File: src/rtl/multi_producer_ctrl_pkg.sv
// Shared definitions for multi_producer_ctrl: state encoding, status bit positions,
// default parameter values and the state-to-status decode.
package multi_producer_ctrl_pkg;

    localparam int unsigned NCH_DEF       = 4;
    localparam int unsigned DW_DEF        = 16;
    localparam int unsigned DRAIN_TMO_DEF = 1024;
    localparam int unsigned STATUS_W      = 5;

    localparam int unsigned ST_BIT_IDLE  = 0;
    localparam int unsigned ST_BIT_COMM  = 1;
    localparam int unsigned ST_BIT_WAIT  = 2;
    localparam int unsigned ST_BIT_DRAIN = 3;
    localparam int unsigned ST_BIT_ERR   = 4;

    typedef enum logic [2:0] {
        ST_IDLE  = 3'd0,
        ST_COMM  = 3'd1,
        ST_WAIT  = 3'd2,
        ST_DRAIN = 3'd3,
        ST_ERR   = 3'd4
    } state_e;

    // One-hot status word for a given state
    function automatic logic [STATUS_W-1:0] state_to_status(input state_e s);
        logic [STATUS_W-1:0] v;
        v = '0;
        case (s)
            ST_IDLE:  v[ST_BIT_IDLE]  = 1'b1;
            ST_COMM:  v[ST_BIT_COMM]  = 1'b1;
            ST_WAIT:  v[ST_BIT_WAIT]  = 1'b1;
            ST_DRAIN: v[ST_BIT_DRAIN] = 1'b1;
            ST_ERR:   v[ST_BIT_ERR]   = 1'b1;
            default:  v[ST_BIT_IDLE]  = 1'b1;
        endcase
        return v;
    endfunction

endpackage

File: src/rtl/multi_producer_ctrl_pulse_rise.sv
// Rising-edge detector. The armed flag keeps a level held high through reset
// from being seen as a fresh edge until it has gone low and high again.
module pulse_rise (
    input  logic clock,
    input  logic reset,
    input  logic sig,
    output logic rise_c
);

    logic prev;
    logic armed;

    always_ff @(posedge clock) begin
        if (reset) begin
            prev  <= 1'b0;
            armed <= 1'b0;
        end else begin
            prev  <= sig;
            armed <= 1'b1;
        end
    end

    assign rise_c = sig & ~prev & armed;

endmodule

File: src/rtl/multi_producer_ctrl.sv
// Multi-producer buffer write controller: arbitrates one producer channel per session,
// forwards its words to the buffer. Optional DRAIN watchdog under DRAIN_TIMEOUT_EN.
module multi_producer_ctrl
    import multi_producer_ctrl_pkg::*;
#(
    parameter int unsigned NCH       = NCH_DEF,
    parameter int unsigned DW        = DW_DEF,
    parameter int unsigned DRAIN_TMO = DRAIN_TMO_DEF
) (
    input  logic                     clock,
    input  logic                     reset,
    input  logic [NCH-1:0]           start,
    input  logic                     stop,
    input  logic [NCH-1:0]           prod_valid,
    input  logic [NCH*DW-1:0]        prod_data,
    input  logic                     buf_full,
    input  logic                     buf_empty,
    input  logic                     rd_valid,
    output logic [NCH-1:0]           prod_en,
    output logic                     wr_en,
    output logic [DW-1:0]            wr_data,
    output logic                     parity,
    output logic [$clog2(NCH)-1:0]   active_ch,
    output logic [STATUS_W-1:0]      status
);

    localparam int unsigned AW = $clog2(NCH);

    if (NCH < 2 || NCH > 8) begin : g_bad_nch
        $error("multi_producer_ctrl: NCH must be 2..8");
    end
    if (DW < 1 || DW > 32) begin : g_bad_dw
        $error("multi_producer_ctrl: DW must be 1..32");
    end
    if (DRAIN_TMO < 2) begin : g_bad_tmo
        $error("multi_producer_ctrl: DRAIN_TMO must be at least 2");
    end

    logic [NCH-1:0] start_rise_c;
    logic           stop_rise_c;

    for (genvar k = 0; k < NCH; k++) begin : g_start_edge
        pulse_rise u_start_edge (
            .clock  (clock),
            .reset  (reset),
            .sig    (start[k]),
            .rise_c (start_rise_c[k])
        );
    end

    pulse_rise u_stop_edge (
        .clock  (clock),
        .reset  (reset),
        .sig    (stop),
        .rise_c (stop_rise_c)
    );

    state_e         state;
    state_e         state_nxt;
    logic [AW-1:0]  first_ch;
    logic [AW-1:0]  ch_sel;
    logic           any_start;
    logic           sel_valid;
    logic [DW-1:0]  sel_data;
    logic           wr_go_c;

    // Lowest-index start rise wins
    always_comb begin
        first_ch = '0;
        for (int k = NCH - 1; k >= 0; k--) begin
            if (start_rise_c[k]) first_ch = AW'(k);
        end
    end

    assign any_start = |start_rise_c;
    assign ch_sel    = (state == ST_IDLE && any_start) ? first_ch : active_ch;

    // Active channel's valid strobe and data slice
    always_comb begin
        sel_valid = 1'b0;
        sel_data  = '0;
        for (int k = 0; k < NCH; k++) begin
            if (active_ch == AW'(k)) begin
                sel_valid = prod_valid[k];
                sel_data  = prod_data[k*DW +: DW];
            end
        end
    end

`ifdef DRAIN_TIMEOUT_EN
    localparam int unsigned TW = (DRAIN_TMO > 1) ? $clog2(DRAIN_TMO) : 1;
    localparam int unsigned SW = STATUS_W;

    logic [TW-1:0] tmo_cnt;
    logic          tmo_hit_c;

    assign tmo_hit_c = (tmo_cnt == TW'(DRAIN_TMO - 1));

    // Cycles spent in DRAIN; held at zero elsewhere so every entry starts fresh
    always_ff @(posedge clock) begin
        if (reset || state != ST_DRAIN) tmo_cnt <= '0;
        else                            tmo_cnt <= tmo_cnt + TW'(1);
    end

    logic [SW-1:0] status_q;
    assign status = status_q;
`else
    localparam int unsigned SW = STATUS_W - 1;

    logic [SW-1:0] status_q;
    assign status = {1'b0, status_q};
`endif

    always_comb begin
        state_nxt = state;
        case (state)
            ST_IDLE: begin
                if (any_start) state_nxt = ST_COMM;
            end
            ST_COMM: begin
                if (stop_rise_c)   state_nxt = ST_DRAIN;
                else if (buf_full) state_nxt = ST_WAIT;
            end
            ST_WAIT: begin
                if (stop_rise_c)    state_nxt = ST_DRAIN;
                else if (!buf_full) state_nxt = ST_COMM;
            end
            ST_DRAIN: begin
                if (buf_empty && !rd_valid) state_nxt = ST_IDLE;
`ifdef DRAIN_TIMEOUT_EN
                else if (tmo_hit_c)         state_nxt = ST_ERR;
`endif
            end
            ST_ERR: begin
`ifdef DRAIN_TIMEOUT_EN
                if (stop_rise_c) state_nxt = ST_IDLE;
`else
                state_nxt = ST_IDLE;
`endif
            end
            default: state_nxt = ST_IDLE;
        endcase
    end

    // A stop rise in COMM suppresses the write so nothing lands once DRAIN begins
    assign wr_go_c = (state == ST_COMM) && !stop_rise_c && sel_valid && !buf_full;

    always_ff @(posedge clock) begin
        if (reset) begin
            state     <= ST_IDLE;
            status_q  <= SW'(state_to_status(ST_IDLE));
            active_ch <= '0;
            prod_en   <= '0;
            wr_en     <= 1'b0;
            wr_data   <= '0;
            parity    <= 1'b0;
        end else begin
            state     <= state_nxt;
            status_q  <= SW'(state_to_status(state_nxt));
            active_ch <= ch_sel;
            prod_en   <= (state_nxt == ST_COMM) ? (NCH'(1) << ch_sel) : '0;
            wr_en     <= wr_go_c;
            if (wr_go_c) begin
                wr_data <= sel_data;
                parity  <= ^sel_data;
            end
        end
    end

endmodule

File: config.mk
export PLATFORM = sky130hd
export DESIGN_NAME = multi_producer_ctrl
export DESIGN_NICKNAME = d
export VERILOG_FILES = /design/src/rtl/multi_producer_ctrl_pkg.sv /design/src/rtl/multi_producer_ctrl_pulse_rise.sv /design/src/rtl/multi_producer_ctrl.sv
export SDC_FILE = /design/constraint.sdc
export NUM_CORES = 1
export LEC_CHECK = 0
export CAP_MARGIN = 40
export CORE_AREA = 2 2 68 103
export DETAILED_ROUTE_END_ITERATION = 7
export DIE_AREA = 0 0 70 105
export SETUP_SLACK_MARGIN = 0.3
export SLEW_MARGIN = 20
export SYNTH_ARGS = -nofsm -noshare
export SYNTH_HDL_FRONTEND = slang
export SYNTH_SLANG_ARGS = --single-unit
File: constraint.sdc
create_clock -name clock -period 3.2 [get_ports clock]
set_input_delay 0.48 -clock clock [delete_from_list [all_inputs] [get_ports clock]]
set_output_delay 0.48 -clock clock [all_outputs]
set_load 0.02 [all_outputs]
==> results.md, run 1 <==
- The run finished with clean final reports.
- The clock root buffer is clkbuf_8.
- The end of the worst register-to-register path is parity.
- Of the total synthesized cell area, the portion taken by full adders, half adders and majority gates is 0%.
- The number of setup buffers added after CTS is 0.
- The number of vias per cell is 4.64.
- The area growth from synthesis to layout is 63.7%.
- The number of global-route vias before repair is about 1,700.
- Data on the critical path is required at its endpoint by roughly 3.4 ns.
- The violation count after the first detailed-route iteration is 71.
- For the pin with the worst max-slew slack, the measured transition is 0.765 ns.
- The fraction of layout cells with a size suffix above 1 is 8.42%.
- Power spread over the standard cell area amounts to ~350 mW/mm^2.
- The clock insertion delay at the later pin of the skew report is 0.28 ns.
- The most critical setup path has its startpoint at active_ch[0].
- The length in cells of the worst reg-to-reg path is 7.
- The worst register-to-register path has a setup slack of between 0.6 and 0.7 ns.
- During placement, the flow inserted port buffers numbering 105.
- The area share of the leading cell type in the synthesized netlist is 39.1%.
- The number of nets at the end of the flow is 351.
- The H-tree was split into 2 levels.
- The synthesized design contains 37 register bits.
- The worst-case hold slack is 0.498 ns.
- The arrival time at the worst endpoint is around 2.7 ns.
- Summed over all layers, the global routing overflow is 0.
- The instance count of the mapped netlist is between 150 and 200.
- The number of antenna violations at the first check in global routing is 0.
- Across the run, the number of max-cap violations was 0.
- The stage delay of the slowest cell on the critical path is between 0.8 and 0.9 ns.
- The largest fanout on the critical path is 13.
- In this run the deepest clock path goes through 2 buffers.
- During I/O placement, the number of pins put on the boundary was about 110.
- Across the VDD grid, the largest voltage drop is 210 uV.
- The critical path is of the register to register type.
- In this run, CTS created clock tree buffers numbering 5.
- The sum of internal, switching and leakage power is 1080 uW.
- The Yosys step of the flow raised 0 warnings.
- The post-synthesis share of cell area spent on xor and xnor gates is under 10%.
- The average wire per cell in the routed design is about 16 um.
- Summed over all cells, the static leakage comes to about 0.0012 uW.
- Wires add up to 5460 um.
- Measured against its own limit, the worst slew margin works out to roughly 49%.
- The startpoint of the lowest-slack register-to-register path is active_ch[0].
- The worst path in the final design needs a cycle of roughly 2.5 ns, including I/O delays and setup.
- The aggregate negative setup slack is 0 ns.
- The family with the most delay on the worst path is flip-flops.
- Including well taps, the total number of placed cells is 342.
- Counting distinct cell types in the post-synthesis netlist gives 32.
- The count of hold-fix buffers inserted at cts is 0.
- In this run, post-CTS repair resized a total of 0 instances.
- In this run the remaining antenna-violating nets after routing total 0.
- After synthesis, the largest family of logic cells by area is multiplexers.
- The number of detailed-route iterations in the first pass is 4.
- The post-synthesis cell area is 0.00189 sq mm.
- In this run the horizontal extent of the chip is 70 um.
- The die covers about 0.0074 sq mm.
- Routability-driven placement finished with a final weighted congestion of roughly 0.78.
- Multiplexer cells account for between 30% and 40% of the synthesized area.
- The maximum number of pins on one net before global-route repair is 31.
- From bottom edge to top edge, the die measures about 110 um.
- The simple-gate share of the synthesized area is roughly an eighth.
- Across the routed clock network, the largest skew measured is between 0.006 and 0.007 ns.
- The top cell type by total area after synthesis is dfxtp_1.
- Counting buffers and inverters, the worst setup path is 7 cells deep.
- The final critical path takes up 79.6% of the cycle.
- The library cells used most frequently in the layout, excluding fill and tap cells, are 105 x clkdlybuf4s50_1, 37 x dfxtp_1, 22 x nor2_1, 17 x mux2i_1, 14 x xnor2_1.
- The core region is ~0.0064 sq mm.
- The number of failing setup endpoints in the final timing report is 0.
- The library cell appearing most often on the critical path is xnor2_1.
- Row generation in the floorplan step produced 36 rows.
- The most common cell after layout, fill and taps aside is clkdlybuf4s50_1.
- The total track usage is between 10% and 20%.
- The most critical setup path has its endpoint at parity.
- The synthesized netlist devotes 3.83% of its cell area to compound gates.
- Together, buffers and inverters on the worst path number 1.
- The type of the most critical hold path is register to register.
- The sort of element at the start of the critical path is a register.
- By area the synthesized netlist is led by dfxtp_1 39%, mux4_1 12%, mux4_2 9.5%.
- The final hold violation count came to 0.
- The portion of the post-synthesis area used by sequential elements is around two fifths.
- The critical path goes through buf_4 -> mux4_2 -> xnor2_1 -> xnor2_1 -> xnor2_2 -> xnor2_1 -> o21a_1.
- For this design, the slowest cell found on the critical path is dfxtp_1.
- The routed layout has around 1,600 vias.
- The share of the core filled with cells in the final layout is between 40% and 50%.
- The count of cells in the finished layout, fillers not included, comes to about 350.
- The post-detailed-placement half-perimeter wirelength is 4380 um.
- Clock tree synthesis found a total of 37 sinks.
- A synthesized cell averages approximately 12 sq um.
- The final max-slew violation count was 0.
- The clock input transition at the sequential cells of the worst setup and hold paths is ~0.07 ns.
- Setup repair after global routing left no endpoint under its margin.
- For this run, design rule violations remaining after detail routing come to 0.
- TritonCTS built the clock tree.
- The critical path capture point type is a register.
- The highest clock frequency the design can meet is 392 MHz.
- The effective utilization at floorplan is 29.6%.
- The wire length of the first global-routing pass is 8160 um.
- The repair_antennas step left the layout with diodes totalling 0.
cell families (layout without fill, tap and decap cells):
| logic type | Yosys count | in the layout |
|---|---|---|
| AND/OR/NAND/NOR | 48 | 48 |
| flip-flops | 37 | 37 |
| multiplexers | 34 | 34 |
| XOR/XNOR | 16 | 16 |
| buffers and inverters | 16 | 124 |
| AO/OA/AOI/OAI | 12 | 12 |
| other | 1 | 2 |
cells in the mapped netlist:
master,number
a211oi_1,1
a21bo_2,1
a21oi_1,5
a31oi_1,1
and2_1,1
and3_1,2
buf_12,1
buf_2,2
buf_4,3
buf_6,1
clkbuf_1,3
conb_1,1
dfxtp_1,37
inv_1,6
mux2i_1,17
mux4_1,9
mux4_2,8
nand2_1,5
nand2b_1,3
nand4b_1,1
nor2_1,22
nor2b_1,8
nor3_1,2
nor3b_1,2
nor4b_2,1
o21a_1,1
o21ai_0,2
o22ai_1,1
or3_1,1
xnor2_1,14
xnor2_2,1
xor2_1,1
power by group:
group | leakage, uW | internal (uW) | switching [uW]
Combinational | 0.000905 | 185 | 98.3
Clock | 0.0000443 | 171 | 150
Sequential | 0.000301 | 470 | 9.43
Total | 0.00125 | 826 | 258
worst min-delay path, cell delays in order, from the launching register on:
cell     delay (ns)
dfxtp_1        0.33
mux2i_1        0.07
nor2_1         0.07
how the worst min path moves through the flow:
stage	start	to	slack, ns	cells past startpoint
after CTS	wr_data[7]	wr_data[7]	0.50	2
after global placement	wr_data[15]	wr_data[15]	0.47	2
after floorplan	state[2]	state[0]	0.49	1
after global routing	wr_data[13]	wr_data[13]	0.52	2
after detailed placement	wr_data[7]	wr_data[7]	0.48	2
final	wr_data[13]	wr_data[13]	0.50	2
flip-flops by register name, indices dropped and copies added, names as in the netlist:
register	flops
state	3
prod_en	4
wr_data	16
parity	1
wr_en	1
g_start_edge.u_start_edge.prev	4
u_stop_edge.prev	1
active_ch	2
status_q	4
g_start_edge.u_start_edge.armed	1
final cells by class:
| cell class | count | area, sq um |
|---|---|---|
| flip-flops and latches | 37 | 741 |
| inverters | 6 | 22.5 |
| fillers | 603 | 3300 |
| well taps | 76 | 95.1 |
| clock buffers | 7 | 86.3 |
| multi-input cells | 112 | 1060 |
| repair buffers | 111 | 1100 |
metrics by stage:
stage                     setup slack (ns)  instance area (sq um)
after floorplan                       1.06                   1900
after global placement               0.619                   3010
after detailed placement             0.606                   3010
after CTS                            0.592                   3100
after global routing                 0.430                   3100
final                                0.651                   3100
per-layer routing:
layer / vias up / track usage [%] / wire [um] / share of wire (%)
met2: 52 / 27.8 / 3070 / 56
li1: 793 / - / - / -
met3: 10 / 3.76 / 288 / 5.3
met5: - / 0 / 0 / 0
met4: 0 / 6.46 / 144 / 2.6
met1: 763 / 14.4 / 1960 / 36
No activity file was read; power rests on OpenSTA's default activity.
==> run 2, diff against run 1 <==
==> constraint.sdc (replaced) <==
create_clock -name clock -period 2.4 [get_ports clock]
set_input_delay 0.36 -clock clock [delete_from_list [all_inputs] [get_ports clock]]
set_output_delay 0.36 -clock clock [all_outputs]
set_load 0.02 [all_outputs]
==> results.md, run 2 (synthesis results as in run 1) <==
- The arrival time at the worst endpoint is around 2.2 ns.
- The fill cell instance count of the final layout is about 610.
- CTS built an H-tree with a depth of 2.
- In this run, CTS created clock tree buffers numbering 5.
- The number of flip-flops under the largest register name is 16.
- Setup repair after global routing left no endpoint under its margin.
- After floorplanning, the core was divided into 36 placement rows.
- The critical path goes through buf_6 -> mux4_2 -> xnor2_2 -> xnor2_2 -> xnor2_2 -> xnor2_1 -> o21a_1.
- In this run the power density over the cells is approximately 470 mW/mm^2.
- The clock root buffer is clkbuf_8.
- The maximum number of pins on one net before global-route repair is 30.
- The finished cells cover 0.00319 sq mm.
- The weighted congestion at the end of routability-driven global placement is approximately 0.73.
- The met3 layer wire length in the routed design is around 310 um.
- The first detailed-routing pass took 4 iterations.
- The source of the worst hold timing path is wr_data[5].
- The register ranked first by flip-flop count is wr_data.
- The largest fanout on the critical path is 7.
- The placed instances occupy a cell area of ~0.0031 sq mm.
- The worst path in the final design needs a cycle of 1.98 ns, including I/O delays and setup.
- The overall die area is 0.00735 sq mm.
- Counting both buffers and inverters, the worst setup path holds a total of 1.
- The setup path with the least slack is of type register to register.
- On the critical path, the stage with the largest delay is an instance of mux4_2.
- The number of vias per cell is between 4 and 5.
- After the first detailed-routing iteration, the DRC count stood at 29.
- Once the floorplan was initialized, standard cells occupied between 20% and 30% of the core.
- The instance count after placement with tap cells included is 346.
- The worst setup slack for register-to-register paths is around 0.42 ns.
- The startpoint of the lowest-slack register-to-register path is active_ch[0].
- The sort of element at the start of the critical path is a register.
- Wire segments on met2 add up to about 3300 um in the final route.
- Counting along the longest clock path gives a buffer depth of 2.
- The end of the worst register-to-register path is parity.
- The type of the most critical hold path is register to register.
- The total area inside the core boundary comes to between 0.006 and 0.007 sq mm.
- The area growth from synthesis to layout is 68.3%.
- The number of global-route vias before repair is approximately 1,700.
- The buffer count from post-CTS setup fixing is 0.
- The library cells used most frequently in the layout, excluding fill and tap cells, are 105 x clkdlybuf4s50_1, 36 x dfxtp_1, 22 x nor2_1, 17 x mux2i_1, 16 x mux4_2.
- The worst-case hold slack is 0.495 ns.
- In this run the remaining antenna-violating nets after routing total 0.
- The final instance count without filler cells is roughly 350.
- In this run, post-CTS hold repair placed 0 buffers.
- On the worst path, the slowest cell contributes a delay of roughly 0.56 ns.
- The worst-case hold path end point is wr_data[5].
- After global routing the overflow that remains totals 0.
- TritonCTS built the clock tree.
- The horizontal extent of the die is 70 um.
- Detailed placement finished with a half-perimeter wire length of around 4500 um.
- The fraction of layout cells with a size suffix above 1 is about 16%.
- The clock sink count is 37.
- In this design, the largest share of critical-path delay is due to XOR/XNOR gates.
- Global routing consumed, over all layers together, 15.4% of the routing resources.
- The met1 wire length is slightly below 2000 um.
- For this block, the routed nets add up to 5630 um of wire.
- The final max-slew violation count is 0.
- The share of the core filled with cells in the final layout is between 40% and 50%.
- After the last flow step, the layout net total stands at 355.
- The max-capacitance violation count is 0.
- The fraction of the cycle the final worst path needs is 82.3%.
- The clock insertion delay at the later pin of the skew report is 0.28 ns.
- Clock-pin slew was measured on the worst setup and hold paths at 0.07 ns.
- For this run, design rule violations remaining after detail routing come to 0.
- The final hold violation count is 0.
- Input and output buffers added on the ports amount to around 110.
- The worst endpoint required time is 2.58 ns.
- On the final layout, the worst clock skew is about 0.0024 ns.
- The run finished with clean final reports.
- The highest clock frequency the design can meet is 506 MHz.
- The routed layout has about 1,700 vias.
- For this design the top-level I/O count stands at 107.
- The worst hold path passes through 2 cells.
- The number of diodes added for antenna fixing is 0.
- Setup violations remaining at the end of the flow were counted as 0.
- For this design the static power due to leakage is 0.00129 uW.
- Across the VDD grid, the largest voltage drop is around 320 uV.
- The library cell used most frequently in the layout, excluding fill and tap cells, is clkdlybuf4s50_1.
- The top layer reached by signal wires is met4.
- The library cell appearing most often on the critical path is xnor2_2.
- STA classifies the critical path endpoint as a register.
- The floorplan step set the die height to between 100 and 150 um.
- Summed over all failing endpoints, the final setup total negative slack is 0 ns.
- The length in cells of the worst reg-to-reg path is 7.
- The average wire per cell in the routed design is 16.0 um.
- The first global-routing pass estimated 8700 um of wire.
- The number of antenna violations at the first check in global routing is 0.
run 2: cell types whose count changed in the layout (fill, tap and decap cells not counted), sizes merged:
cell / previous run / this run
buf: 6 / 10
run 2: area by class of cell:
cell class | instances | area [sq um] | share of cell area, %
clock buffers | 7 | 86.3 | 2.71
multi-input cells | 112 | 1080 | 34.1
well taps | 76 | 95.1 | 2.99
repair buffers | 115 | 1150 | 36.3
inverters | 6 | 22.5 | 0.707
flip-flops and latches | 37 | 742 | 23.3
run 2: power by group:
group	leakage, uW	switching, uW	internal (uW)
clock	0.0000443	205	228
sequential	0.000301	7.24	627
combinational	0.000946	150	271
total	0.00129	362	1130
run 2: stage by stage:
step	worst slack, ns	total power (uW)
finish	0.425	1490
global route	0.289	1570
CTS	0.306	1490
detailed placement	0.0633	1040
global placement	0.0655	1040
floorplan	0.341	864
run 2: worst max-delay path by stage:
| stage | endpoint | cells past startpoint | from | slack (ns) |
|---|---|---|---|---|
| finish | parity | 7 | active_ch[0] | 0.42 |
| global route | parity | 7 | active_ch[0] | 0.29 |
| detailed placement | parity | 7 | prod_data[25] | 0.06 |
| floorplan | parity | 8 | active_ch[0] | 0.34 |
| CTS | parity | 7 | active_ch[0] | 0.31 |
| global placement | parity | 7 | prod_data[25] | 0.07 |
run 2: repair_timing:
action,CTS,global route
setup endpoints to repair,1,2
pin swaps,0,2
gates resized for setup,2,15
gates cloned,0,0
endpoints found under the hold margin,0,0
run 2: per-layer routing:
| metal | track usage (%) | vias to the layer above |
|---|---|---|
| met4 | 5.49 | 0 |
| met1 | 14.9 | 798 |
| met2 | 30.3 | 60 |
| met3 | 4.15 | 8 |
| met5 | 0 | - |
| li1 | - | 798 |
run 2: worst reg2reg max path, stage by stage, from the launching register on:
cell and delay, ns:
dfxtp_2 0.36, buf_6 0.16, mux4_2 0.56, xnor2_2 0.17
xnor2_2 0.23, xnor2_2 0.14, xnor2_1 0.08, o21a_1 0.17
